[config.mk]
export PLATFORM = sky130hd
export DESIGN_NAME = uart_rx
export DESIGN_NICKNAME = d
export VERILOG_FILES = /design/src/rtl/uart_pkg.sv /design/src/rtl/uart_rx_sync.sv /design/src/rtl/uart_rx.sv
export SDC_FILE = /design/constraint.sdc
export NUM_CORES = 1
export LEC_CHECK = 0
export BUFFER_PORTS_ARGS = -buffer_cell sky130_fd_sc_hd__buf_2
export CORE_AREA = 5 5 52 88
export CTS_CLUSTER_SIZE = 40
export DETAILED_ROUTE_END_ITERATION = 16
export DIE_AREA = 0 0 57 93
export GPL_ROUTABILITY_DRIVEN = 0
export PLACE_DENSITY = 0.68
export SLEW_MARGIN = 20
export SYNTH_ARGS = -nofsm -noshare
export SYNTH_HDL_FRONTEND = slang
export SYNTH_SLANG_ARGS = --single-unit
export TNS_END_PERCENT = 20
[constraint.sdc]
create_clock -name clk -period 2.5 [get_ports clk]
set_clock_uncertainty 0.05 [all_clocks]
set_input_delay 0.25 -clock clk [delete_from_list [all_inputs] [get_ports clk]]
set_output_delay 0.25 -clock clk [all_outputs]
set_load 0.05 [all_outputs]
[src/rtl/uart_pkg.sv]
// Shared UART definitions: FSM state encoding and 8N1 frame constants,
// used by both the receive and transmit ends of the serial link.
package uart_pkg;

    // Common state encoding for the UART FSMs
    localparam logic [1:0] IDLE  = 2'b00;
    localparam logic [1:0] START = 2'b01;
    localparam logic [1:0] DATA  = 2'b10;
    localparam logic [1:0] STOP  = 2'b11;

    // Frame format: 8 data bits, one stop bit at line level 1
    localparam int   DATA_BITS  = 8;
    localparam logic STOP_LEVEL = 1'b1;

    typedef enum logic [1:0] {
        S_IDLE  = IDLE,
        S_START = START,
        S_DATA  = DATA,
        S_STOP  = STOP
    } uart_state_e;

endpackage : uart_pkg

[src/rtl/uart_rx_sync.sv]
// Two-flop synchronizer for asynchronous inputs. Both stages reset to
// RESET_VAL so an idle-high line does not look like an edge after reset.
module uart_rx_sync #(
    parameter int               WIDTH     = 1,
    parameter logic [WIDTH-1:0] RESET_VAL = '1
) (
    input  logic             clk,
    input  logic             reset,
    input  logic [WIDTH-1:0] async_i,
    output logic [WIDTH-1:0] sync_o
);

    logic [WIDTH-1:0] meta_q;
    logic [WIDTH-1:0] sync_q;

    // Two back-to-back capture stages to settle metastability
    always_ff @(posedge clk) begin
        if (reset) begin
            meta_q <= RESET_VAL;
            sync_q <= RESET_VAL;
        end else begin
            meta_q <= async_i;
            sync_q <= meta_q;
        end
    end

    assign sync_o = sync_q;

endmodule : uart_rx_sync

[src/rtl/uart_rx.sv]
// 8N1 UART receiver. Detects the start edge on the synchronized line,
// samples each bit at mid-period, and reports either a good byte (valid)
// or a bad stop bit (frame_err) with a one-cycle pulse.
module uart_rx
    import uart_pkg::*;
#(
    parameter int CLKS_PER_BIT = 16
) (
    input  logic                 clk,
    input  logic                 reset,
    input  logic                 rx,
    output logic [DATA_BITS-1:0] data,
    output logic                 valid,
    output logic                 frame_err,
    output logic                 busy
);

    localparam int HALF_BIT = CLKS_PER_BIT / 2;
    localparam int CW       = $clog2(CLKS_PER_BIT);
    localparam int BW       = $clog2(DATA_BITS);

    logic                 rx_s;
    logic                 rx_p_q;
    uart_state_e          state_q;
    logic [CW-1:0]        cnt_q;
    logic [BW-1:0]        bit_idx_q;
    logic [DATA_BITS-1:0] shift_q;
    logic [DATA_BITS-1:0] data_q;
    logic                 valid_q;
    logic                 frame_err_q;
    logic                 busy_q;

    uart_rx_sync #(
        .WIDTH     (1),
        .RESET_VAL (1'b1)
    ) u_sync (
        .clk     (clk),
        .reset   (reset),
        .async_i (rx),
        .sync_o  (rx_s)
    );

    // Previous synchronized sample, used for falling-edge detection
    always_ff @(posedge clk) begin
        if (reset) begin
            rx_p_q <= 1'b1;
        end else begin
            rx_p_q <= rx_s;
        end
    end

    // Receive FSM: start validation, data sampling, stop check, pulses
    always_ff @(posedge clk) begin
        if (reset) begin
            state_q     <= S_IDLE;
            cnt_q       <= '0;
            bit_idx_q   <= '0;
            shift_q     <= '0;
            data_q      <= '0;
            valid_q     <= 1'b0;
            frame_err_q <= 1'b0;
            busy_q      <= 1'b0;
        end else begin
            valid_q     <= 1'b0;
            frame_err_q <= 1'b0;
            case (state_q)
                S_IDLE: begin
                    // Only a genuine 1->0 transition starts a frame, so a
                    // line stuck low (break) cannot retrigger
                    if (rx_p_q && !rx_s) begin
                        state_q <= S_START;
                        cnt_q   <= '0;
                        busy_q  <= 1'b1;
                    end
                end
                S_START: begin
                    if (cnt_q == CW'(HALF_BIT - 1)) begin
                        if (!rx_s) begin
                            state_q   <= S_DATA;
                            cnt_q     <= '0;
                            bit_idx_q <= '0;
                        end else begin
                            // Line went back high before mid-bit: glitch
                            state_q <= S_IDLE;
                            busy_q  <= 1'b0;
                        end
                    end else begin
                        cnt_q <= cnt_q + CW'(1);
                    end
                end
                S_DATA: begin
                    if (cnt_q == CW'(CLKS_PER_BIT - 1)) begin
                        cnt_q     <= '0;
                        shift_q   <= {rx_s, shift_q[DATA_BITS-1:1]};
                        bit_idx_q <= bit_idx_q + BW'(1);
                        if (bit_idx_q == BW'(DATA_BITS - 1)) begin
                            state_q <= S_STOP;
                        end
                    end else begin
                        cnt_q <= cnt_q + CW'(1);
                    end
                end
                S_STOP: begin
                    if (cnt_q == CW'(CLKS_PER_BIT - 1)) begin
                        // Return to IDLE at mid stop bit so a back-to-back
                        // start edge right after it is not missed
                        state_q <= S_IDLE;
                        busy_q  <= 1'b0;
                        cnt_q   <= '0;
                        if (rx_s == STOP_LEVEL) begin
                            data_q  <= shift_q;
                            valid_q <= 1'b1;
                        end else begin
                            frame_err_q <= 1'b1;
                        end
                    end else begin
                        cnt_q <= cnt_q + CW'(1);
                    end
                end
                default: begin
                    state_q <= S_IDLE;
                    busy_q  <= 1'b0;
                end
            endcase
        end
    end

    assign data      = data_q;
    assign valid     = valid_q;
    assign frame_err = frame_err_q;
    assign busy      = busy_q;

endmodule : uart_rx

==> impl_metrics.toml <==
[critical_path]
critPathBufInv = 0
r2r-start = "cnt_q[3]"
path_cells = "or4b_4 -> a21oi_4 -> mux2_4"
slowest_stage = "or4b_4"
worstSetupEndpointType = "flop"
critPathMaxStageDelay_ns = 0.59
start_kind = "flop"
rr_worst_depth = 3
crit_required_ns = 2.62
crit_arrival_ns = 1.85
crit_fanout = 16
r2r_end = "bit_idx_q[0]"
crit_family = "simple AND/OR/NAND/NOR gates"
ff2ff_setup_slack_ns = 0.77
path_class = "reg2reg"

[yosys]
syn_area_um2 = 1460
yosysUniqueCellTypes = 42
netlist_instances = 166
synth-seq-cells = 31
yosysWarnings = 0
synth_nets = 172
synth_edf_count = 0
async_reset_ff_share_pct = 0
syn_area_per_cell_um2 = 8.796
ys.flop_type = "dfxtp_1"
yosysSeqAreaShare_pct = 42.50

[finish]
final_common_cell = "dfxtp_1"
area_growth_pct = 10.54
antennaDiodeCount = 0
finalInstanceArea_um2 = 1614
fin_nets = 177
final_cell_mix = "dfxtp_1, a21oi_1, nand3_1"
layout-drive-gt1-share_pct = 18.60

[routing]
drt_wl_total_um = 3002
dr.pass1.iters = 4
ant_nets = 0
viasPerCell = 5.477
via_count = 1205
drt_iter0_drc = 32
drc_errors = 0
routedWlPerCell_um = 13.65

[floorplanning]
die_area_um2 = 5301
die_y_um = 93
ios = 14
coreArea_um2 = 3829
rows = 30
die_w_um = 57
initial_utilization_pct = 38.14

[power_and_ir_drop]
ir_drop_mv = 0.4213
power_frac_clock_pct = 44.5
switchingPower_uw = 216.2
p_comb_share_pct = 4.2
power_density_nw_per_um2 = 607.5
p_int_uw = 764.3
power_frac_seq_pct = 51.4
p_leak_nw = 0.6009
p_sw_share_pct = 22.05

[timing]
fin_crit_ns = 1.733
final-hold-violation-count = 0
tns_ns = 0
finalMaxSlewViolations = 0
fin_crit_sh_pct = 69.32
setup_viol = 0
max_slew_margin_pct = 61.37
tightestPinTransition_ns = 0.5795
fmax_ghz = 0.5770
rsz0062_at_grt = "false"

[clocking]
clk_latency_ns = 0.28
cts.path.max_buffers = 2
htreeDepth = 2
cts_num_sinks = 31
tritoncts = "built"
cts_buffers = 5
post_cts_buffers = 0
root_buffer = "clkbuf_8"
cts_resized = 0
holdBufCountCts = 0
clk_pin_slew_worst_paths_ns = 0.06

[place]
dp_hpwl_um = 2024
io_buffers = 13
placed_area_um2 = 1510

[outcome]
status = "finished clean"

[grt]
overflow = 0
grt_antenna_before_repair = 0
grt_pass1_wl_um = 5154
grt_max_degree = 37
track_usage_pct = 12.58
grt_pass1_vias = 1157

[min_path]
min-delay-start = "rx"
hold_path_end = "u_sync.meta_q"
hold_depth = 2
min_path_type = "in2reg"

[job]
maxCapViolCount = 0
## flip-flops by register name (all words and copies together) (netlist names), named ones only
name and flops:
u_sync.meta_q 1, busy 1, data 8, bit_idx_q 3, state_q 1, shift_q 8, u_sync.sync_o 1, frame_err 1
valid 1, rx_p_q 1, cnt_q 4
## per-stage QoR
stage / power [mW] / std cells / setup WS, ns / hold slack [ns] / utilization, %
3_3_place_gp: 0.5563 / 212 / 0.8138 / 0.3494 / 39.44
5_1_grt: 1.024 / 220 / 0.6272 / 0.1078 / 42.16
2_1_floorplan: 0.5471 / 166 / 0.9311 / 0.3038 / -
4_1_cts: 0.9956 / 220 / 0.7509 / 0.09042 / 42.16
3_5_place_dp: 0.5562 / 212 / 0.7662 / 0.3509 / 39.44
6_report: 0.9805 / 220 / 0.7670 / 0.09770 / 42.16
## final cells by class
class | instances | area (µm²)
well taps | 48 | 60.06
inverters | 2 | 7.507
clock buffers | 7 | 96.34
clock inverters | 1 | 7.507
fillers | 402 | 2215
flip-flops and latches | 31 | 620.6
multi-input cells | 117 | 749.5
repair buffers | 14 | 72.57
## worst max path at each step
| stage | startpoint | end | slack, ns | cells after the start |
|---|---|---|---|---|
| floorplan | flop | bit_idx_q[0] | 0.93 | 4 |
| global placement | flop | bit_idx_q[0] | 0.81 | 3 |
| detailed placement | cnt_q[0] | data[4] | 0.77 | 4 |
| CTS | cnt_q[0] | data[4] | 0.75 | 4 |
| global route | cnt_q[0] | data[2] | 0.63 | 4 |
| finish | cnt_q[3] | bit_idx_q[0] | 0.77 | 3 |
## Yosys cell counts (2+ instances only)
library cell | n | area [µm²]
and3_1 | 2 | 12.51
nand2b_1 | 4 | 25.02
clkbuf_1 | 9 | 33.78
nand3_1 | 18 | 90.09
nor3_1 | 4 | 20.02
nor2_1 | 4 | 15.01
o21ai_0 | 17 | 85.08
inv_1 | 2 | 7.510
ha_1 | 3 | 37.54
dfxtp_1 | 31 | 620.6
nor2b_1 | 4 | 25.02
buf_2 | 5 | 25.02
nand2_1 | 3 | 11.26
or2_2 | 3 | 18.77
a21oi_1 | 21 | 105.1
nand3b_1 | 7 | 52.55
mux2i_1 | 4 | 40.04
## power by group through the flow
stage	Combinational [mW]	Sequential [mW]	Clock, mW
3_5_place_dp	0.0413	0.515	0
4_1_cts	0.0414	0.504	0.451
3_3_place_gp	0.0416	0.515	0
2_1_floorplan	0.0312	0.516	0
5_1_grt	0.0457	0.504	0.475
6_report	0.0410	0.504	0.436
## layer usage
layer | routed length (µm) | track usage (%)
met1 | 1219 | 13.06
met2 | 1524 | 20.52
met3 | 87 | 3.453
met4 | 171 | 10.44
met5 | 0 | 0
## worst reg2reg max path, cell delays in order (launching register included)
cell and delay (ns):
dfxtp_1 0.45, or4b_4 0.59, a21oi_4 0.22, mux2_4 0.31
## cells by family (layout without fill, tap and decap cells)
| logic type | count (synthesis) | in the layout | share of synthesized area (%) |
|---|---|---|---|
| adders and majority gates | 3 | 3 | 2.571 |
| buffers and inverters | 18 | 24 | 6.169 |
| and+or+nand+nor | 58 | 58 | 23.82 |
| AOI/OAI and AO/OA | 51 | 51 | 21.17 |
| muxes | 5 | 5 | 3.770 |
| DFF | 31 | 31 | 42.50 |
No activity file was read; power rests on OpenSTA's default activity.
